File: config.mk
export PLATFORM = sky130hd
export DESIGN_NAME = fetch_if_id_flat
export DESIGN_NICKNAME = d
export VERILOG_FILES = /design/src/rtl/fetch_if_id_pkg.sv /design/src/rtl/fetch_if_id_if.sv /design/src/rtl/fetch_if_id_pc_npc_reg.sv /design/src/rtl/fetch_if_id.sv /design/src/flat_wrapper.sv
export SDC_FILE = /design/constraint.sdc
export NUM_CORES = 1
export LEC_CHECK = 0
export BUFFER_PORTS_ARGS = -buffer_cell sky130_fd_sc_hd__buf_2
export CAP_MARGIN = 30
export CORE_MARGIN = 4
export CORE_UTILIZATION = 50
export DETAILED_ROUTE_END_ITERATION = 10
export GPL_ROUTABILITY_DRIVEN = 0
export PLACE_DENSITY = 0.75
export SLEW_MARGIN = 20
export SYNTH_ARGS = -nofsm -noshare
export SYNTH_HDL_FRONTEND = slang
export SYNTH_HIERARCHICAL = 1
export SYNTH_SLANG_ARGS = --single-unit
File: constraint.sdc
create_clock -name clk -period 4 [get_ports clk]
set_input_delay 0.4 -clock clk [delete_from_list [all_inputs] [get_ports clk]]
set_output_delay 0.4 -clock clk [all_outputs]
set_load 0.005 [all_outputs]
File: src/rtl/fetch_if_id_pkg.sv
// Shared CPU definitions for the fetch stage and the IF/ID register.
// Holds the reset PC, the squash word, instruction width and PC step.
// Also provides the IF/ID record type and a target-alignment helper.
package fetch_if_id_pkg;

    localparam int unsigned  INSTR_W      = 32;
    localparam logic [31:0]  PC_RESET_DEF = 32'h0000_0000;
    localparam logic [31:0]  NOP_WORD_DEF = 32'h0000_0000;
    localparam logic [31:0]  PC_INCR      = 32'd4;

    typedef logic [INSTR_W-1:0] word_t;

    // One IF/ID pipeline slot as seen by decode.
    typedef struct packed {
        word_t instr;
        word_t pc;
        word_t npc;
        logic  valid;
    } if_id_t;

    // Control-transfer targets are word addresses; the low two bits are dropped.
    function automatic word_t align_word(input word_t addr);
        return {addr[INSTR_W-1:2], 2'b00};
    endfunction

endpackage

File: src/rtl/fetch_if_id_if.sv
// Fetch-stage bus: instruction-memory port, decode controls and the IF/ID outputs.
// master = fetch stage (drives imem_addr and IF/ID), slave = memory/decode side.
// clk and reset are not part of this bundle; they stay plain module ports.
interface fetch_if_id_if;
    import fetch_if_id_pkg::*;

    logic  LE;
    word_t imem_addr;
    word_t imem_data;
    logic  redirect;
    word_t redirect_target;
    logic  annul;
    logic  flush;
    word_t if_id_instr;
    word_t if_id_pc;
    word_t if_id_npc;
    logic  if_id_valid;
    logic  misalign_err;
    word_t fetch_count;

    modport master (
        input  LE, imem_data, redirect, redirect_target, annul, flush,
        output imem_addr, if_id_instr, if_id_pc, if_id_npc, if_id_valid,
               misalign_err, fetch_count
    );

    modport slave (
        output LE, imem_data, redirect, redirect_target, annul, flush,
        input  imem_addr, if_id_instr, if_id_pc, if_id_npc, if_id_valid,
               misalign_err, fetch_count
    );

endinterface

File: src/rtl/fetch_if_id_pc_npc_reg.sv
// PC/nPC register pair: hold on stall, word-aligned jump on redirect, else PC<=nPC, nPC+=4.
// Latency: one cycle from le_i/redirect_i to pc_o/npc_o.
// Backpressure: le_i=0 freezes both registers and ignores redirect_i.
// Ports: clk, reset (sync, active-high), le_i, redirect_i, target_i -> pc_o, npc_o.
module fetch_if_id_pc_npc_reg
    import fetch_if_id_pkg::*;
#(
    parameter word_t PC_RESET = PC_RESET_DEF
) (
    input  logic  clk,
    input  logic  reset,
    input  logic  le_i,
    input  logic  redirect_i,
    input  word_t target_i,
    output word_t pc_o,
    output word_t npc_o
);

    word_t pc_q,  pc_d;
    word_t npc_q, npc_d;

    always_comb begin
        pc_d  = pc_q;
        npc_d = npc_q;
        if (le_i) begin
            if (redirect_i) begin
                pc_d  = align_word(target_i);
                npc_d = align_word(target_i) + PC_INCR;
            end else begin
                pc_d  = npc_q;
                npc_d = npc_q + PC_INCR;  // wraps modulo 2^32 by width
            end
        end
    end

    always_ff @(posedge clk) begin
        if (reset) begin
            pc_q  <= PC_RESET;
            npc_q <= PC_RESET + PC_INCR;
        end else begin
            pc_q  <= pc_d;
            npc_q <= npc_d;
        end
    end

    assign pc_o  = pc_q;
    assign npc_o = npc_q;

endmodule

File: src/rtl/fetch_if_id.sv
// Instruction fetch + IF/ID register with delay-slot redirect, annul, flush and stall.
// Latency: one cycle from imem_addr to if_id_instr; imem read is combinational.
// Backpressure: LE=0 holds PC/nPC/IF/ID/count; flush still squashes the IF/ID slot.
// Ports: clk, reset (sync, active-high), bus (fetch_if_id_if.master).
module fetch_if_id
    import fetch_if_id_pkg::*;
#(
    parameter word_t PC_RESET = PC_RESET_DEF,
    parameter word_t NOP_WORD = NOP_WORD_DEF
) (
    input  logic           clk,
    input  logic           reset,
    fetch_if_id_if.master  bus
);

    word_t  pc, npc;
    if_id_t if_id_q, if_id_d;
    word_t  count_q, count_d;
    logic   misalign_q, misalign_d;
    logic   squash;

    fetch_if_id_pc_npc_reg #(
        .PC_RESET (PC_RESET)
    ) u_pc_npc (
        .clk        (clk),
        .reset      (reset),
        .le_i       (bus.LE),
        .redirect_i (bus.redirect),
        .target_i   (bus.redirect_target),
        .pc_o       (pc),
        .npc_o      (npc)
    );

    // The word fetched this cycle is dropped on flush, or when it is an annulled delay slot.
    assign squash = bus.flush | (bus.redirect & bus.annul);

    always_comb begin
        if_id_d    = if_id_q;
        count_d    = count_q;
        misalign_d = 1'b0;
        if (bus.LE) begin
            if_id_d.instr = squash ? NOP_WORD : bus.imem_data;
            if_id_d.pc    = pc;
            if_id_d.npc   = npc;
            if_id_d.valid = ~squash;
            if (!squash) begin
                count_d = count_q + 32'd1;
            end
            misalign_d = bus.redirect & (bus.redirect_target[1:0] != 2'b00);
        end else if (bus.flush) begin
            // Stalled flush kills the slot but keeps its pc/npc tags.
            if_id_d.instr = NOP_WORD;
            if_id_d.valid = 1'b0;
        end
    end

    always_ff @(posedge clk) begin
        if (reset) begin
            if_id_q    <= '{instr: NOP_WORD, pc: '0, npc: '0, valid: 1'b0};
            count_q    <= '0;
            misalign_q <= 1'b0;
        end else begin
            if_id_q    <= if_id_d;
            count_q    <= count_d;
            misalign_q <= misalign_d;
        end
    end

    assign bus.imem_addr    = pc;
    assign bus.if_id_instr  = if_id_q.instr;
    assign bus.if_id_pc     = if_id_q.pc;
    assign bus.if_id_npc    = if_id_q.npc;
    assign bus.if_id_valid  = if_id_q.valid;
    assign bus.misalign_err = misalign_q;
    assign bus.fetch_count  = count_q;

endmodule

File: src/flat_wrapper.sv
// flat-port wrapper written by rule: the top's interface ports become plain ports
module fetch_if_id_flat import fetch_if_id_pkg::*;
#(
    parameter word_t PC_RESET = PC_RESET_DEF,
    parameter word_t NOP_WORD = NOP_WORD_DEF
)
  (clk, reset, bus_LE, bus_imem_data, bus_redirect, bus_redirect_target, bus_annul, bus_flush, bus_imem_addr, bus_if_id_instr, bus_if_id_pc, bus_if_id_npc, bus_if_id_valid, bus_misalign_err, bus_fetch_count);
  fetch_if_id_if bus_i ();
  input  logic clk;
  input  logic reset;
  input wire logic [$bits(bus_i.LE)-1:0] bus_LE;
  input wire logic [$bits(bus_i.imem_data)-1:0] bus_imem_data;
  input wire logic [$bits(bus_i.redirect)-1:0] bus_redirect;
  input wire logic [$bits(bus_i.redirect_target)-1:0] bus_redirect_target;
  input wire logic [$bits(bus_i.annul)-1:0] bus_annul;
  input wire logic [$bits(bus_i.flush)-1:0] bus_flush;
  output wire logic [$bits(bus_i.imem_addr)-1:0] bus_imem_addr;
  output wire logic [$bits(bus_i.if_id_instr)-1:0] bus_if_id_instr;
  output wire logic [$bits(bus_i.if_id_pc)-1:0] bus_if_id_pc;
  output wire logic [$bits(bus_i.if_id_npc)-1:0] bus_if_id_npc;
  output wire logic [$bits(bus_i.if_id_valid)-1:0] bus_if_id_valid;
  output wire logic [$bits(bus_i.misalign_err)-1:0] bus_misalign_err;
  output wire logic [$bits(bus_i.fetch_count)-1:0] bus_fetch_count;
  assign bus_i.LE = bus_LE;
  assign bus_i.imem_data = bus_imem_data;
  assign bus_i.redirect = bus_redirect;
  assign bus_i.redirect_target = bus_redirect_target;
  assign bus_i.annul = bus_annul;
  assign bus_i.flush = bus_flush;
  assign bus_imem_addr = bus_i.imem_addr;
  assign bus_if_id_instr = bus_i.if_id_instr;
  assign bus_if_id_pc = bus_i.if_id_pc;
  assign bus_if_id_npc = bus_i.if_id_npc;
  assign bus_if_id_valid = bus_i.if_id_valid;
  assign bus_misalign_err = bus_i.misalign_err;
  assign bus_fetch_count = bus_i.fetch_count;
  fetch_if_id #(.PC_RESET(PC_RESET), .NOP_WORD(NOP_WORD)) u_core (.clk(clk), .reset(reset), .bus(bus_i));
endmodule
# Word-level counts from Yosys, hierarchy flattened
# Cells that the tools add are included.
# totals
ff_bits	194
latchBits	0
ram_bits	0
romBits	0
in_bits	70
output_inout_bits	162
word_cells	27
memories	0
# classes
addsub	3
n_mul	0
n_div	0
order_cmp	0
eq_ne	0
shifts	0
mux	7
bitwise_logic	5
reduce_logical	4
# op_table
operator	count
two-way mux 32 bit	5
adder 32 x 3 -> 32 bit, second input constant	2
adder 32 x 1 -> 32 bit, second input constant	1
nonzero test 2 bit	2
bitwise AND 1 bit	2
two-way mux 1 bit	2
inverter 1 bit	2
AND reduction 2 bit	1
OR reduction 2 bit	1
bitwise OR 1 bit	1

# Longest topological paths before layout
# Gate-level depths: netlist of run 1.
# logic_depth
word_depth	4
depth_mapped	15
mapped_depth_nobuf	9

# Cells and area by module
# Netlist of run 1, hierarchy kept.
# modules_own_cells
module	n_inst	cells_each	area_each_um2	seq_area_each_um2
fetch_if_id	1	512	4984.8	2602.5
fetch_if_id_pc_npc_reg	1	491	3764.9	1201.2

# Worst setup path after synthesis of run 1
# No wires, ideal clock.
# synth_timing
kind	input-to-reg
startpoint	in bus_redirect
endpoint	reg u_core.u_pc_npc.npc_q[28], in the netlist u_core/u_pc_npc/npc_o[28]
setup_time_ps	122
t_arrival_ps	2924
t_required_ps	3878
setup_slack_ps	954
path_stages	14
n_path_buf	6
path_cell_list	buf_6 -> buf_4 -> buf_2 -> buf_2 -> buf_2 -> o21ai_0 -> ha_1 -> nand4b_1 -> a21oi_1 -> nand4_1 -> buf_2 -> nor2_1 -> a211oi_1 -> a311o_1
# synth_via
elab_chain_len	1
# synth_rtl
element	line_no	text
from (decl)	flat_wrapper.sv:13	input wire logic [$bits(bus_i.redirect)-1:0] bus_redirect;
two-way mux 32 bit	fetch_if_id_pc_npc_reg.sv:26	if (redirect_i) begin
to (signal assigned)	fetch_if_id_pc_npc_reg.sv:39	npc_q <= PC_RESET + PC_INCR;
to (signal assigned)	fetch_if_id_pc_npc_reg.sv:42	npc_q <= npc_d;
to (decl)	fetch_if_id_pc_npc_reg.sv:20	word_t npc_q, npc_d;
# Every way passes these cells.
# A chain may end at the register's enable or synchronous reset.

# Worst setup path after layout of run 1
# layout_timing
startpoint	reg u_core.u_pc_npc.npc_q[2], in the netlist u_core/u_pc_npc/npc_o[2]
endpoint	reg u_core.u_pc_npc.npc_q[26], in the netlist u_core/u_pc_npc/npc_o[26]
# layout_via
elab_chain_len	2
# layout_rtl
element	line_no	text
adder 32 x 3 -> 32 bit	fetch_if_id_pc_npc_reg.sv:31	npc_d = npc_q + PC_INCR;
two-way mux 32 bit	fetch_if_id_pc_npc_reg.sv:26	
# Every way passes these cells.

==> impl_metrics.env, run 1 <==
export IMPL_outcome="finished clean"
export IMPL_layout_setup_ws_ns=0.995
export IMPL_clk_pin_slew_worst_paths_ns=0.08
export IMPL_cts_tree="done"
export IMPL_grt_pass1_vias=7151
export IMPL_syn_instance_count=1003
export IMPL_grt_antenna_before_repair=2
export IMPL_yosysSeqAreaShare_pct=43.5
export IMPL_synth_most_common_cell="dfxtp_1"
export IMPL_drv_cap=0
export IMPL_finalInstanceArea_mm2=0.0106
export IMPL_crit_type="reg2reg"
export IMPL_synth_common_cells="190 x dfxtp_1, 168 x nor2_1, 87 x mux2i_1, 71 x nand2_1, 41 x clkbuf_1"
export IMPL_drc=0
export IMPL_grt_pass1_wl_mm=37.9
export IMPL_synth_simple_area_share_pct=22.6
export IMPL_area_growth_pct=20.8
export IMPL_synth_fa_ha_area_share_pct=0.286
export IMPL_critPathLaunchType="register"
export IMPL_postSynth_asyncResetShare_pct=0
export IMPL_via_count=8224
export IMPL_power_switching_w=0.00110
export IMPL_timing_rr_start="u_core/u_pc_npc/npc_o[2]"
export IMPL_path_max_fanout=12
export IMPL_ys_top_cells_by_area="dfxtp_1 43%, mux2i_1 10%, nor2_1 7.2%"
export IMPL_final_nets=1262
export IMPL_fmax_ghz=0.333
export IMPL_place_ws_ns=0.773
export IMPL_cp_end_kind="register"
export IMPL_worst_pin_slew_ns=0.951
export IMPL_r2r_end="u_core/u_pc_npc/npc_o[26]"
export IMPL_dr_pass1_iters=7
export IMPL_numPortBuffers=229
export IMPL_num_rows=48
export IMPL_setup_violations=0
export IMPL_seq_power_share_pct=48.3
export IMPL_die_y_um=140
export IMPL_post_cts_setup_buffer_count=0
export IMPL_p_sw_share_pct=26.2
export IMPL_internal_power_w=0.00310
export IMPL_synthFlopType="dfxtp_1"
export IMPL_slew_headroom_pct=36.6
export IMPL_wl_mm=24.2
export IMPL_synth_compound_gate_area_share_pct=15.5
export IMPL_crit_required_ns=4.37
export IMPL_tns_ns=0
export IMPL_powerDensity_mw_per_mm2=398
export IMPL_vias_per_cell=5.76
export IMPL_first_iter_violations=894
export IMPL_cts_sinks=190
export IMPL_synth_top_family_by_area="simple AND/OR/NAND/NOR gates"
export IMPL_finalCritPeriodShare_pct=75.1
export IMPL_pwr_share_clk_pct=41.5
export IMPL_grt_overflow=0
export IMPL_rr_worst_depth=9
export IMPL_whs_endpoint="u_core/bus.if_id_instr[3]"
export IMPL_hold_violations=0
export IMPL_drive_gt1_share_pct=24.3
export IMPL_cts_hold_buf=0
export IMPL_clock_skew_final_ns=0.0124
export IMPL_crit_arrival_ns=3.38
export IMPL_syn_area_per_cell_um2=8.72
export IMPL_synth_top_cell_area_share_pct=43.5
export IMPL_grt_usage_pct=23.4
export IMPL_hold_path_depth=3
export IMPL_synth_edf_count=0
export IMPL_cts_buffers=17
export IMPL_synth_area_leader_cell="dfxtp_1"
export IMPL_fin_crit_ns=3.01
export IMPL_cts_resized_gates=0
export IMPL_hold_start="bus_imem_data[3]"
export IMPL_ant_nets=0
export IMPL_grt_max_degree=89
export IMPL_power_w=0.00420
export IMPL_place_area_mm2=0.00995
export IMPL_power_frac_comb_pct=10.2
export IMPL_yosys_warnings=6
export IMPL_htree_levels=4
export IMPL_start_util_pct=50.8
export IMPL_r2r_slack_ns=0.99
export IMPL_core_region_area_mm2=0.0172
export IMPL_synth_cell_type_count=68
export IMPL_area_sequential_mm2=0.00380
export IMPL_ios=232
export IMPL_root_buffer="clkbuf_16"
export IMPL_multiInputGateArea_mm2=0.00457
export IMPL_dieArea_mm2=0.0197
export IMPL_synth_seq_cells=190
export IMPL_p_leak_nw=4.64
export IMPL_clk_path_buf_depth=2
export IMPL_synth_xor_area_share_pct=1.70
export IMPL_wire_per_inst_um=17.0
export IMPL_nFillCells=1525
export IMPL_min_path_type="in2reg"
export IMPL_synthMuxAreaShare_pct=11.9
export IMPL_syn_area_mm2=0.00875
export IMPL_irDropWorstVdd_mv=0.308
export IMPL_dp_hpwl_mm=16.8
export IMPL_drv_slew=0
export IMPL_clk_latency_ns=0.43
export IMPL_rsz0062_at_grt="false"
export IMPL_fp_dieW_um=140
-- critical path: stages (launching register included) --
cell     delay, ns
dfxtp_1       0.36
inv_1         0.06
o21ai_0       0.22
ha_1          0.28
nand4_1       0.16
a21oi_1       0.43
nand4_1       0.55
or4_1         0.57
a31oi_1       0.19
a31o_1        0.13
-- layout by cell type (no fill, tap or decap), types with 6 or more instances in the layout --
master	synthesis	routed
nor2_1	168	167
nand2_1	71	71
o21ai_1	6	6
nand4_1	18	18
nand4b_1	7	7
a31oi_1	6	6
a311oi_1	9	9
and4_1	6	6
nand3_1	33	33
o31ai_1	16	16
nor4_1	14	14
nor2b_1	13	13
or4_1	16	16
nand2b_1	10	10
inv_1	15	15
mux2_2	10	10
mux2i_1	87	87
and3_1	8	8
clkbuf_16	0	17
dfxtp_1	190	190
a21oi_1	38	38
a22oi_1	38	38
xnor2_1	14	14
buf_2	20	226
o21ai_0	29	29
a211oi_1	22	22
buf_4	6	11
nor3_1	12	12
-- per-stage QoR --
stage	hold slack [ns]	util, %	instances
detailed placement	0.476	57.7	1396
CTS	0.198	61.3	1428
floorplan	0.458	-	1006
global placement	0.463	57.7	1396
finish	0.216	61.3	1429
global route	0.208	61.3	1429
-- routing by layer --
| metal | track usage, % | vias up | wire (µm) |
|---|---|---|---|
| li1 | - | 3998 | - |
| met2 | 36.3 | 319 | 11200 |
| met1 | 32.5 | 3860 | 10700 |
| met3 | 5.74 | 45 | 1840 |
| met4 | 6.53 | 2 | 478 |
| met5 | 0 | - | 12 |
-- registers in the layout, indices dropped and copies added, names as in the netlist --
register	cells
u_core/bus.fetch_count	32
u_core/bus.if_id_instr	32
u_core/bus.if_id_npc	32
u_core/bus.if_id_pc	32
u_core/bus.if_id_valid	1
u_core/bus.misalign_err	1
u_core/u_pc_npc/npc_o	30
u_core/u_pc_npc/pc_o	30
-- area by class of cell --
cell class              count  area share (%)
diodes                      1          0.0237
clock buffers              18            4.16
clock inverters            14            1.63
inverters                  16           0.568
multi-input cells         726            43.3
flip-flops and latches    190            36.0
well taps                 225            2.66
repair buffers            239            11.7
-- cells by family (layout without fill, tap and decap cells) --
| kind of cell | count (synthesis) | after routing |
|---|---|---|
| xor+xnor | 17 | 17 |
| flops | 190 | 190 |
| mux | 102 | 102 |
| other cells | 1 | 5 |
| fa+ha+maj | 2 | 2 |
| compound gates | 199 | 199 |
| simple gates | 402 | 402 |
| buf+inv | 90 | 287 |
-- how the worst max path moves through the flow --
| stage | startpoint | endpoint | slack [ns] | depth (start not counted) |
|---|---|---|---|---|
| floorplan | bus_redirect | u_core/u_pc_npc/npc_o[28] | 0.95 | 14 |
| global placement | bus_redirect | u_core/u_pc_npc/npc_o[26] | 0.80 | 10 |
| detailed placement | bus_redirect | u_core/u_pc_npc/npc_o[26] | 0.77 | 10 |
| CTS | u_core/u_pc_npc/npc_o[2] | u_core/u_pc_npc/npc_o[26] | 1.09 | 9 |
| global route | u_core/u_pc_npc/npc_o[2] | u_core/u_pc_npc/npc_o[26] | 0.76 | 9 |
| finish | u_core/u_pc_npc/npc_o[2] | u_core/u_pc_npc/npc_o[26] | 0.99 | 9 |
-- power groups by stage --
| stage | clock network (W) | registers, W | logic (W) |
|---|---|---|---|
| after floorplan | 0 | 0.00206 | 0.000259 |
| after global placement | 0 | 0.00207 | 0.000417 |
| after detailed placement | 0 | 0.00207 | 0.000423 |
| after CTS | 0.00178 | 0.00203 | 0.000425 |
| after global routing | 0.00186 | 0.00204 | 0.000467 |
| final | 0.00175 | 0.00203 | 0.000427 |
No activity file was read; power rests on OpenSTA's default activity.
==> inputs of run 2 (changes only) <==
Settings changed: CORE_UTILIZATION 50 to 48, PLACE_DENSITY 0.75 to 0.76.
Clock period 4 ns to 2.6 ns, I/O delays scaled along.
==> run 2 against run 1 <==
  * Critical endpoint unchanged
  * Design area is 2.3% higher
  * Non-clock buffer count rose by 23
  * Sequential cell count unchanged
  * Largest power group unchanged
  * Clock-buffer cell count increased by 2
  * Core utilization is 1.2 points lower
  * Power increased by 57%
  * Hold slack got worse by 0.15 ns
==> impl_metrics.env, run 2 (synthesis gave the netlist of run 1 again) <==
export IMPL_outcome="finished clean"
export IMPL_tns_ns=0
export IMPL_powerDensity_mw_per_mm2=612
export IMPL_post_cts_setup_buffer_count=0
export IMPL_use_met3_pct=6.63
export IMPL_worst_pin_slew_ns=0.779
export IMPL_first_iter_violations=766
export IMPL_core_region_area_mm2=0.0180
export IMPL_met1_usage_pct=32.5
export IMPL_fmax_ghz=0.416
export IMPL_clk_path_buf_depth=2
export IMPL_start_util_pct=48.7
export IMPL_cts_resized_gates=0
export IMPL_fp_dieW_um=143
export IMPL_crit_arrival_ns=2.78
export IMPL_clk_latency_ns=0.43
export IMPL_hold_slack_ns=0.0699
export IMPL_cts_buffers=17
export IMPL_clk_pin_slew_worst_paths_ns=0.07
export IMPL_mostFrequentLayoutCell="buf_2"
export IMPL_critPathLaunchType="register"
export IMPL_irDropWorstVdd_mv=0.542
export IMPL_busiest_layer="met2"
export IMPL_grt_max_degree=162
export IMPL_layout_setup_ws_ns=0.197
export IMPL_r2r_slack_ns=0.20
export IMPL_num_rows=49
export IMPL_min_path_type="in2reg"
export IMPL_drc=0
export IMPL_numPortBuffers=229
export IMPL_cts_sinks=190
export IMPL_drv_cap=0
export IMPL_area_growth_pct=23.5
export IMPL_slew_headroom_pct=48.1
export IMPL_htree_levels=4
export IMPL_fin_crit_ns=2.40
export IMPL_grt_pass1_wl_mm=39.6
export IMPL_drv_slew=0
export IMPL_place_ws_ns=0.128
export IMPL_rsz0062_at_grt="false"
export IMPL_grt_usage_pct=24.1
export IMPL_wl_mm=25.3
export IMPL_die_y_um=143
export IMPL_drive_gt1_share_pct=25.9
export IMPL_p_leak_nw=4.77
export IMPL_grt_overflow=0
export IMPL_ios=232
export IMPL_grt_util_met2_pct=36.8
export IMPL_finalCritPeriodShare_pct=92.4
export IMPL_crit_type="reg2reg"
export IMPL_wire_per_inst_um=17.4
export IMPL_cts_tree="done"
export IMPL_dieArea_mm2=0.0205
export IMPL_crit_required_ns=2.98
export IMPL_vias_per_cell=5.68
export IMPL_ant_nets=0
export IMPL_clock_skew_final_ns=0.00968
export IMPL_root_buffer="clkbuf_16"
export IMPL_diodes=0
export IMPL_grt_pass1_vias=7541
export IMPL_cp_end_kind="register"
export IMPL_dr_pass1_iters=5
export IMPL_final_nets=1285
export IMPL_cts_hold_buf=0
export IMPL_grt_antenna_before_repair=1
export IMPL_dp_hpwl_mm=17.9
export IMPL_hold_violations=0
export IMPL_setup_violations=0
export IMPL_final_cell_mix="226 x buf_2, 190 x dfxtp_1, 166 x nor2_1, 87 x mux2i_1, 71 x nand2_1"
export IMPL_via_count=8259
export IMPL_path_max_fanout=6
## run 2: where the power goes
part	total [W]	switching (W)	leakage, nW	internal [W]
registers	0.00311	0.0000927	1.55	0.00302
clock network	0.00280	0.00116	0.294	0.00164
logic	0.000702	0.000407	2.92	0.000295
## run 2: layer usage
metal / vias to the layer above / routed length, µm
met2: 320 / 11500
met1: 3848 / 11000
li1: 4037 / -
met3: 52 / 2080
met5: - / 13
met4: 2 / 685
## run 2: layout make-up
cell class / count / area (µm²)
Clock buffer: 20 / 447
Clock inverter: 12 / 181
Fill cell: 1590 / 7160
Inverter: 16 / 60.1
Multi-Input combinational cell: 726 / 4590
Sequential cell: 190 / 3800
Tap cell: 229 / 287
Timing Repair Buffer: 262 / 1430
## run 2: worst max-delay path, cell delays in order (launching register included)
cell and delay [ns]:
dfxtp_1 0.36, inv_1 0.08, o21ai_2 0.21, ha_4 0.19, nand4_1 0.16, a21oi_2 0.26, nand4_1 0.30, or4_1 0.51
a31oi_1 0.18, a31o_1 0.11
## run 2: worst paths after layout
path                                  from                         end  cells after the start
setup / recovery  u_core/u_pc_npc/npc_o[2]   u_core/u_pc_npc/npc_o[26]                      9
hold / removal           bus_imem_data[25]  u_core/bus.if_id_instr[25]                      3
setup reg to reg  u_core/u_pc_npc/npc_o[2]   u_core/u_pc_npc/npc_o[26]                      9
hold reg to reg     u_core/bus.if_id_valid      u_core/bus.if_id_valid                      2
## run 2: metrics by stage
step	power, W	cell area [µm²]	cells	utilization (%)
4_1_cts	0.00666	10800	1455	60.2
2_1_floorplan	0.00358	8810	1006	-
3_3_place_gp	0.00386	10200	1423	56.7
3_5_place_dp	0.00387	10200	1423	56.7
6_report	0.00662	10800	1455	60.2
5_1_grt	0.00685	10800	1455	60.2
==> inputs of run 3 (changes only) <==
Settings changed: ABC_AREA set to 1, GPL_TIMING_DRIVEN set to 0, SLEW_MARGIN 20 to 5.
==> run 3 against run 2 <==
  * Global-route usage up 1.3 points
  * Core utilization shrank 0.063 points
  * Clock power decreased by 7%
  * Non-clock buffer count rose by 30
  * Power fell by 1.4%
  * Design area fell by 0.10%
  * Sequential share of layout area about the same
  * First-iteration DRC count is 3.9% lower
  * Combinational power rose by 11%
  * Via count grew 7.4%
==> impl_metrics.env, run 3 <==
export IMPL_cp_end_kind="register"
export IMPL_num_rows=49
export IMPL_critPathLaunchType="register"
export IMPL_dp_hpwl_mm=20.1
export IMPL_htree_levels=4
export IMPL_dp_cells=1728
export IMPL_ios=232
export IMPL_fmax_ghz=0.540
export IMPL_path_max_fanout=4
export IMPL_multiInputGateArea_mm2=0.00418
export IMPL_clk_latency_ns=0.43
export IMPL_clock_skew_final_ns=0.0102
export IMPL_syn_instance_count=1268
export IMPL_met2_length_mm=12.6
export IMPL_final_cell_mix="303 x nand2_1, 252 x nor2_1, 242 x buf_2, 190 x dfxtp_1, 112 x inv_1"
export IMPL_cts_sinks=190
export IMPL_die_y_um=143
export IMPL_grt_pass1_vias=8307
export IMPL_diodes=0
export IMPL_synthFlopType="dfxtp_1"
export IMPL_vias_per_cell=5.04
export IMPL_numPortBuffers=228
export IMPL_powerDensity_mw_per_mm2=605
export IMPL_ant_nets=0
export IMPL_finalCritPeriodShare_pct=71.3
export IMPL_synth_top_cell_area_share_pct=43.4
export IMPL_crit_type="reg2reg"
export IMPL_via_count=8869
export IMPL_wirelength_met1_mm=10.9
export IMPL_cts_resized_gates=0
export IMPL_rsz0062_at_grt="false"
export IMPL_grt_antenna_before_repair=0
export IMPL_start_util_pct=48.8
export IMPL_crit_required_ns=2.92
export IMPL_hold_slack_ns=0.0677
export IMPL_synth_area_leader_cell="dfxtp_1"
export IMPL_cpPeakStageDelay_ns=0.36
export IMPL_worst_pin_slew_ns=0.669
export IMPL_setup_violations=0
export IMPL_ys_top_cells_by_area="dfxtp_1 43%, nand2_1 13%, nor2_1 11%"
export IMPL_cts_buffers=17
export IMPL_p_leak_nw=5.23
export IMPL_dr_pass1_iters=5
export IMPL_syn_area_mm2=0.00876
export IMPL_wl_met3_mm=2.28
export IMPL_root_buffer="clkbuf_16"
export IMPL_stdcell_count=1760
export IMPL_grt_max_degree=19
export IMPL_grt_overflow=0
export IMPL_synth_cell_type_count=40
export IMPL_cp_slowest_cell="dfxtp_1"
export IMPL_nFillCells=1749
export IMPL_crit_arrival_ns=2.17
export IMPL_clk_path_buf_depth=2
export IMPL_final_nets=1590
export IMPL_grt_usage_pct=25.3
export IMPL_core_region_area_mm2=0.0180
export IMPL_layout_setup_ws_ns=0.747
export IMPL_area_sequential_mm2=0.00380
export IMPL_drc=0
export IMPL_drv_cap=0
export IMPL_first_iter_violations=736
export IMPL_cts_tree="done"
export IMPL_wl_mm=26.4
export IMPL_synth_most_common_cell="nand2_1"
export IMPL_top_layer="met4"
export IMPL_crit_top_cell="nand2_1"
export IMPL_dieArea_mm2=0.0205
export IMPL_drive_gt1_share_pct=23.3
export IMPL_yosysSeqAreaShare_pct=43.4
export IMPL_hold_violations=0
export IMPL_cts_hold_buf=0
export IMPL_drv_slew=0
export IMPL_synth_common_cells="303 x nand2_1, 252 x nor2_1, 190 x dfxtp_1, 112 x inv_1, 100 x o21ai_0"
export IMPL_fp_dieW_um=143
export IMPL_min_path_type="in2reg"
export IMPL_post_cts_setup_buffer_count=0
export IMPL_slew_headroom_pct=55.4
export IMPL_syn_area_per_cell_um2=6.91
export IMPL_area_growth_pct=23.2
export IMPL_place_ws_ns=0.419
export IMPL_wire_per_inst_um=15.0
export IMPL_tns_ns=0
export IMPL_synth_edf_count=0
export IMPL_mostFrequentLayoutCell="nand2_1"
export IMPL_irDropWorstVdd_mv=0.450
export IMPL_postSynth_asyncResetShare_pct=0
export IMPL_grt_pass1_wl_mm=41.2
export IMPL_crit_chain="o21ai_1 > inv_1 > ha_1 > nand2_1 > nor2_4 > nand2_1 > nor2_1 > nand2_1 > a21oi_1 > nor2_1"
export IMPL_clk_pin_slew_worst_paths_ns=0.07
export IMPL_yosys_warnings=6
export IMPL_synth_seq_cells=190
export IMPL_outcome="finished clean"
export IMPL_fin_crit_ns=1.85
-- run 3: cell types whose count changed after synthesis, sizes merged, moves of 17 or more --
cell    change
a22oi      -39
nor2      +105
nand2     +266
o211ai     +17
a211oi     -22
mux2i      -87
inv       +100
o21ai      +77
a21oi      +32
-- run 3: path summary, 6_finish.rpt --
| kind | endpoint | cells after the start | startpoint | slack (ns) |
|---|---|---|---|---|
| max | u_core/u_pc_npc/npc_o[24] | 10 | u_core/u_pc_npc/npc_o[2] | 0.75 |
| min | u_core/bus.if_id_instr[14] | 3 | bus_imem_data[14] | 0.07 |
| max reg2reg | u_core/u_pc_npc/npc_o[24] | 10 | u_core/u_pc_npc/npc_o[2] | 0.75 |
| min reg2reg | u_core/bus.if_id_instr[20] | 2 | u_core/bus.if_id_instr[20] | 0.46 |
-- run 3: per-stage QoR --
step | instance area (µm²) | total power, W | util (%)
6_report | 10800 | 0.00653 | 60.1
5_1_grt | 10800 | 0.00680 | 60.1
4_1_cts | 10800 | 0.00657 | 60.1
3_5_place_dp | 10200 | 0.00397 | 56.8
3_3_place_gp | 10200 | 0.00396 | 56.8
2_1_floorplan | 8770 | 0.00364 | -
-- run 3: cells by family (layout without fill, tap and decap cells) --
group / Yosys count / in the layout / synth area share, %
AO/OA/AOI/OAI: 208 / 208 / 12.8
flip-flops: 190 / 190 / 43.4
other: 1 / 4 / 0.0428
buffers and inverters: 182 / 442 / 9.05
XOR/XNOR: 7 / 7 / 0.700
AND/OR/NAND/NOR: 678 / 678 / 33.7
adder cells (fa/ha/maj): 2 / 2 / 0.286
-- run 3: layer usage --
metal / GRT usage [%] / vias up
met5: 0 / -
li1: - / 4494
met2: 43.3 / 352
met1: 31.5 / 3985
met4: 9.35 / 0
met3: 5.36 / 38
-- run 3: layout make-up --
cell class,count,area share (%)
inverter,118,4.15
timing repair buffer,228,10.6
clock inverter,14,1.41
tap,229,2.65
buffer,64,3.20
sequential,190,35.2
clock buffer,18,4.07
multi-input combinational,899,38.7
-- run 3: critical path: cells and delay by family (launching register included) --
family,cells,cell delay (ns)
AO/OA/AOI/OAI,2,0.31
adder cells (fa/ha/maj),1,0.19
buffers and inverters,1,0.11
flip-flops,1,0.36
AND/OR/NAND/NOR,6,0.77
-- run 3: where the power goes --
group | switching (W) | leakage, nW | total (W) | internal (W)
clock | 0.00123 | 0.286 | 0.00261 | 0.00139
combinational | 0.000487 | 3.38 | 0.000779 | 0.000292
sequential | 0.0000863 | 1.56 | 0.00313 | 0.00305
